===== config.mk =====
export PLATFORM = sky130hd
export DESIGN_NAME = eq_i2s_tx
export DESIGN_NICKNAME = d
export VERILOG_FILES = /design/src/rtl/eq_audio_pkg.sv /design/src/rtl/i2s_clk_gen.sv /design/src/rtl/eq_i2s_tx.sv
export SDC_FILE = /design/constraint.sdc
export NUM_CORES = 1
export LEC_CHECK = 0
export CORE_AREA = 4 4 74 69
export DETAILED_ROUTE_END_ITERATION = 8
export DIE_AREA = 0 0 78 73
export PLACE_DENSITY = 0.68
export SLEW_MARGIN = 15
export SYNTH_ARGS = -nofsm -noshare
export SYNTH_HDL_FRONTEND = slang
export SYNTH_SLANG_ARGS = --single-unit

===== constraint.sdc =====
create_clock -name clk -period 3.9 [get_ports clk]
set_input_delay 0.39 -clock clk [delete_from_list [all_inputs] [get_ports clk]]
set_output_delay 0.39 -clock clk [all_outputs]
set_load 0.02 [all_outputs]

===== src/rtl/eq_audio_pkg.sv =====
`default_nettype none
// ============================================================================
// Module   : eq_audio_pkg
// Purpose  : Shared sample width, slot width and I2S word-select polarity.
// Revision : 1.0 - initial release
// ============================================================================
package eq_audio_pkg;

   localparam int   c_sample_bits = 16;
   localparam int   c_slot_bits   = 32;

   localparam logic c_lrclk_left  = 1'b0;
   localparam logic c_lrclk_right = 1'b1;

   typedef logic signed [c_sample_bits-1:0] sample_t;

endpackage
`default_nettype wire


===== src/rtl/i2s_clk_gen.sv =====
`default_nettype none
// ============================================================================
// Module   : i2s_clk_gen
// Purpose  : bclk divider, frame bit counter, lrclk and falling-edge strobes.
// Revision : 1.0 - initial release
// ============================================================================
module i2s_clk_gen
   import eq_audio_pkg::*;
#(
   parameter int SLOT_BITS = c_slot_bits,
   parameter int BCLK_DIV  = 2,
   parameter int DIV_BITS  = $clog2(BCLK_DIV + 1),
   parameter int CNT_BITS  = $clog2(2 * SLOT_BITS)
) (
   input  logic                clk,
   input  logic                rst,
   input  logic                enable,
   output logic                bclk,
   output logic                lrclk,
   output logic                fall_evt,
   output logic                frame_evt,
   output logic [CNT_BITS-1:0] slot_pos
);

   localparam logic [DIV_BITS-1:0] c_div_last = DIV_BITS'(BCLK_DIV - 1);
   localparam logic [CNT_BITS-1:0] c_cnt_last = CNT_BITS'(2 * SLOT_BITS - 1);
   localparam logic [CNT_BITS-1:0] c_slot     = CNT_BITS'(SLOT_BITS);

   logic [DIV_BITS-1:0] div_q;
   logic [DIV_BITS-1:0] div_d;
   logic                bclk_q;
   logic                bclk_d;
   logic [CNT_BITS-1:0] bit_cnt_q;
   logic [CNT_BITS-1:0] bit_cnt_d;
   logic                lrclk_q;
   logic                lrclk_d;
   logic                wrap;

   always_comb begin
      div_d     = div_q;
      bclk_d    = bclk_q;
      bit_cnt_d = bit_cnt_q;
      lrclk_d   = lrclk_q;
      wrap      = enable && (div_q == c_div_last);
      fall_evt  = wrap && bclk_q;

      if (enable) begin
         div_d = wrap ? '0 : div_q + 1'b1;
      end
      if (wrap) begin
         bclk_d = ~bclk_q;
      end
      if (fall_evt) begin
         bit_cnt_d = (bit_cnt_q == c_cnt_last) ? '0 : bit_cnt_q + 1'b1;
         if (bit_cnt_d == '0) begin
            lrclk_d = c_lrclk_left;
         end else if (bit_cnt_d == c_slot) begin
            lrclk_d = c_lrclk_right;
         end
      end

      // Position inside the current slot, for the bit that is about to be driven
      frame_evt = fall_evt && (bit_cnt_d == '0);
      slot_pos  = (bit_cnt_d >= c_slot) ? bit_cnt_d - c_slot : bit_cnt_d;
   end

   always_ff @(posedge clk) begin
      if (rst) begin
         div_q     <= '0;
         bclk_q    <= 1'b0;
         bit_cnt_q <= c_cnt_last;
         lrclk_q   <= c_lrclk_right;
      end else begin
         div_q     <= div_d;
         bclk_q    <= bclk_d;
         bit_cnt_q <= bit_cnt_d;
         lrclk_q   <= lrclk_d;
      end
   end

   assign bclk  = bclk_q;
   assign lrclk = lrclk_q;

endmodule
`default_nettype wire


===== src/rtl/eq_i2s_tx.sv =====
`default_nettype none
// ============================================================================
// Module   : eq_i2s_tx
// Purpose  : Mono sample to I2S serializer with one-entry holding register.
// Revision : 1.0 - initial release
// ============================================================================
module eq_i2s_tx
   import eq_audio_pkg::*;
#(
   parameter int SAMPLE_BITS = c_sample_bits,
   parameter int SLOT_BITS   = c_slot_bits,
   parameter int BCLK_DIV    = 2,
   parameter int DIV_BITS    = $clog2(BCLK_DIV + 1),
   parameter int CNT_BITS    = $clog2(2 * SLOT_BITS)
) (
   input  logic                          clk,
   input  logic                          rst,
   input  logic                          enable,
   input  logic signed [SAMPLE_BITS-1:0] in_data,
   input  logic                          in_valid,
   output logic                          in_ready,
   output logic                          bclk,
   output logic                          lrclk,
   output logic                          sdata,
   output logic                          frame_start,
   output logic                          underrun
);

   localparam logic [CNT_BITS-1:0] c_msb_pos = CNT_BITS'(SAMPLE_BITS);

   logic                   fall_evt;
   logic                   frame_evt;
   logic [CNT_BITS-1:0]    slot_pos;

   logic [SAMPLE_BITS-1:0] hold_q;
   logic [SAMPLE_BITS-1:0] hold_d;
   logic                   hold_full_q;
   logic                   hold_full_d;
   logic [SAMPLE_BITS-1:0] tx_word_q;
   logic [SAMPLE_BITS-1:0] tx_word_d;
   logic                   sdata_q;
   logic                   sdata_d;
   logic                   frame_start_q;
   logic                   frame_start_d;
   logic                   underrun_q;
   logic                   underrun_d;
   logic                   accept;
   logic [SAMPLE_BITS-1:0] shifted;

   i2s_clk_gen #(
      .SLOT_BITS (SLOT_BITS),
      .BCLK_DIV  (BCLK_DIV),
      .DIV_BITS  (DIV_BITS),
      .CNT_BITS  (CNT_BITS)
   ) u_clk_gen (
      .clk       (clk),
      .rst       (rst),
      .enable    (enable),
      .bclk      (bclk),
      .lrclk     (lrclk),
      .fall_evt  (fall_evt),
      .frame_evt (frame_evt),
      .slot_pos  (slot_pos)
   );

   always_comb begin
      accept        = in_valid && !hold_full_q;
      hold_d        = accept ? in_data : hold_q;
      hold_full_d   = hold_full_q;
      tx_word_d     = tx_word_q;
      sdata_d       = sdata_q;
      frame_start_d = frame_evt;
      underrun_d    = frame_evt && !hold_full_q;

      if (frame_evt) begin
         tx_word_d   = hold_full_q ? hold_q : '0;
         hold_full_d = 1'b0;
      end
      if (accept) begin
         hold_full_d = 1'b1;
      end

      // Slot position p carries word bit SAMPLE_BITS-p; p=0 is the I2S delay bit
      shifted = tx_word_q >> (c_msb_pos - slot_pos);
      if (fall_evt) begin
         sdata_d = (slot_pos != '0 && slot_pos <= c_msb_pos) ? shifted[0] : 1'b0;
      end
   end

   always_ff @(posedge clk) begin
      if (rst) begin
         hold_q        <= '0;
         hold_full_q   <= 1'b0;
         tx_word_q     <= '0;
         sdata_q       <= 1'b0;
         frame_start_q <= 1'b0;
         underrun_q    <= 1'b0;
      end else begin
         hold_q        <= hold_d;
         hold_full_q   <= hold_full_d;
         tx_word_q     <= tx_word_d;
         sdata_q       <= sdata_d;
         frame_start_q <= frame_start_d;
         underrun_q    <= underrun_d;
      end
   end

   assign in_ready    = !hold_full_q;
   assign sdata       = sdata_q;
   assign frame_start = frame_start_q;
   assign underrun    = underrun_q;

endmodule
`default_nettype wire

==> results.ini <==
[cells_and_area]
areaGrowthSynthToFinish_pct = 16.05
antenna_cells = 0
drive_above_1_share = 0.1061
final_nets = 268
finalNonFillerCells = 307
layout_common_cells = dfxtp_1 (46), nand2_1 (41), clkdlybuf4s50_1 (25)
layout_commonest_cell = dfxtp_1

[global_route]
first_global_vias = 1406
overflow = 0
grt_pass1_wl_um = 6492
grt_max_degree = 19
grtUsageTotal = 0.1433
antenna_found_initial = 0

[power_and_ir_drop]
peakVddDrop_mv = 0.2119
p_leak_nw = 0.9495
powerDensity_nw_per_um2 = 358.1

[worst_hold_path]
hold_class = reg2reg

[synthesis]
avgSynthCellArea_um2 = 9.370
syn_nets = 247
synth_ff_type = dfxtp_1
ys_warn_count = 0
ys_seq_area_frac = 0.4407
async_flop_share = 0
ys_seq_elements = 46
synth_edf_count = 0
syn_inst = 223
ys_types = 46
synth_area_um2 = 2090

[sta]
fin_worst_skew_ns = 0.003738
slew_viol_final = 0
tightestPinTransition_ns = 1.058
grt_setup_unrepaired = false
hold_viol = 0
max_slew_margin = 0.2930
period_needed_ns = 3.116
fin_tns_setup_ns = 0
whs_ns = 0.4607
max_clock_freq_mhz = 321.0
setup_viol = 0
fin_crit_sh = 0.7989

[route]
drt-initial-drc-count = 72
avgRoutedWirePerCell_um = 12.89
ant_nets = 0
viasPerCell = 5.166
vias = 1586
drt_wl_total_um = 3958
drc_errors = 0
dr.pass1.iters = 4

[run_status]
status = finished clean

[clocking]
cts_setup_buffers = 0
cts_hold_buffers = 0
root_buffer = clkbuf_8
cts_sinks = 46
clockBufferDepth = 2
clkTransAtPathRegs_ns = 0.08
cts_tree = yes
clkLatencyLatePin_ns = 0.29
htree_levels = 2
cts_buffers = 5
cts-resized-gates = 0

[die]
die_area_um2 = 5694
die_w_um = 78
die_y_um = 73
io-pin-count = 26
fp.coreArea_um2 = 4345
rows = 23
start_util = 0.4809

[setup_path]
slowest_stage = dfxtp_1
cp.required_ns = 4.14
path_buf_inv = 1
cp_cell_sequence = ha_1, and3_4, a311o_4, nand2_4, inv_1, ha_1, o211ai_1, or3_4, nor3_4, a22o_1
crit_path_max_fanout = 16
critPathMostFrequentCell = ha_1
arrival_ns = 3.35
cpLargestDelayFamily = simple AND/OR/NAND/NOR gates
cp-end-kind = register
crit_path_max_incr_delay_ns = 0.56
worst_setup_path_start_kind = register
critical_path_class = reg2reg

[placement]
gp_congestion = 0.8788
placedCellCount = 299
portBuffers = 25
dp_hpwl_um = 2868

[job]
maxCapViolations = 0

-- cell type report --
| class | instances | area, um2 |
|---|---|---|
| clock inverters | 2 | 13.76 |
| flip-flops and latches | 46 | 920.9 |
| multi-input cells | 157 | 1045 |
| inverters | 6 | 22.52 |
| well taps | 62 | 77.57 |
| fillers | 420 | 1921 |
| repair buffers | 28 | 272.8 |
| clock buffers | 6 | 72.57 |
-- worst register-to-register path, stage by stage, from the launching register on --
cell      delay (ns)
dfxtp_1         0.56
ha_1            0.29
and3_4          0.25
a311o_4         0.26
nand2_4         0.09
inv_1           0.13
ha_1            0.20
o211ai_1        0.14
or3_4           0.44
nor3_4          0.48
a22o_1          0.22
-- per-stage QoR --
stage                     worst slack [ns]  total power (W)    util  area, um2
after floorplan                      1.126        0.0005658       -       2090
after global placement              0.4810        0.0005961  0.5376       2336
after detailed placement            0.4393        0.0005972  0.5376       2336
after CTS                           0.4867        0.0008772  0.5574       2422
after global routing                0.5205        0.0009057  0.5580       2425
final                               0.7843        0.0008683  0.5580       2425
-- per-layer routing --
layer  GRT usage  wire length, um
met1      0.1873             1941
met2      0.2272             1796
met3     0.03704              190
met4     0.05825               29
met5           0                0
-- sequential cells by signal, summed over array words and instances, names as in the netlist --
| register | flops |
|---|---|
| u_clk_gen.bit_cnt_q | 6 |
| tx_word_q | 16 |
| u_clk_gen.lrclk | 1 |
| u_clk_gen.bclk | 1 |
| hold_q | 16 |
| underrun | 1 |
| hold_full_q | 1 |
| frame_start | 1 |
| sdata | 1 |
| u_clk_gen.div_q | 2 |
-- final timing paths --
path	from	cells past startpoint	slack, ns	end
worst max-delay path	u_clk_gen.bit_cnt_q[0]$_SDFF_PP1_	10	0.78	tx_word_q[12]$_SDFFE_PP0P_
worst min-delay path	hold_q[4]$_SDFFE_PP0P_	2	0.46	hold_q[4]$_SDFFE_PP0P_
worst max register to register	u_clk_gen.bit_cnt_q[0]$_SDFF_PP1_	10	0.78	tx_word_q[12]$_SDFFE_PP0P_
worst min register to register	hold_q[4]$_SDFFE_PP0P_	2	0.46	hold_q[4]$_SDFFE_PP0P_
-- where the power goes --
| part | switching [W] | internal [W] |
|---|---|---|
| registers | 0.0000116 | 0.000484 |
| clock network | 0.000156 | 0.000127 |
| logic | 0.0000457 | 0.0000448 |
| total | 0.000213 | 0.000655 |
-- Yosys cell counts, types with 2 or more instances --
| master | n | area share |
|---|---|---|
| buf_2 | 2 | 0.0048 |
| dfxtp_1 | 46 | 0.44 |
| nand2_1 | 41 | 0.074 |
| clkbuf_1 | 5 | 0.0090 |
| nor2b_1 | 3 | 0.0090 |
| o21ai_0 | 2 | 0.0048 |
| o211ai_1 | 4 | 0.014 |
| a31oi_1 | 4 | 0.012 |
| xor2_1 | 2 | 0.0084 |
| nand4_1 | 2 | 0.0060 |
| ha_1 | 4 | 0.024 |
| nand2b_1 | 5 | 0.015 |
| nand3_1 | 8 | 0.019 |
| xnor2_1 | 7 | 0.029 |
| mux2i_1 | 4 | 0.019 |
| a22o_1 | 17 | 0.071 |
| inv_1 | 6 | 0.011 |
| a21oi_1 | 18 | 0.043 |
| buf_6 | 6 | 0.032 |
| nand4b_1 | 2 | 0.0084 |
| nor2_1 | 10 | 0.018 |
-- cell families after synthesis --
kind of cell	after synthesis	synth area share
DFF	46	0.4407
xor gates and xnor gates	10	0.04551
adders and majority gates	4	0.02395
buffers and inverters	20	0.06048
muxes	6	0.03533
AOI/OAI and AO/OA	52	0.1802
and+or+nand+nor	85	0.2138
Power figures use the tool's default switching activity.
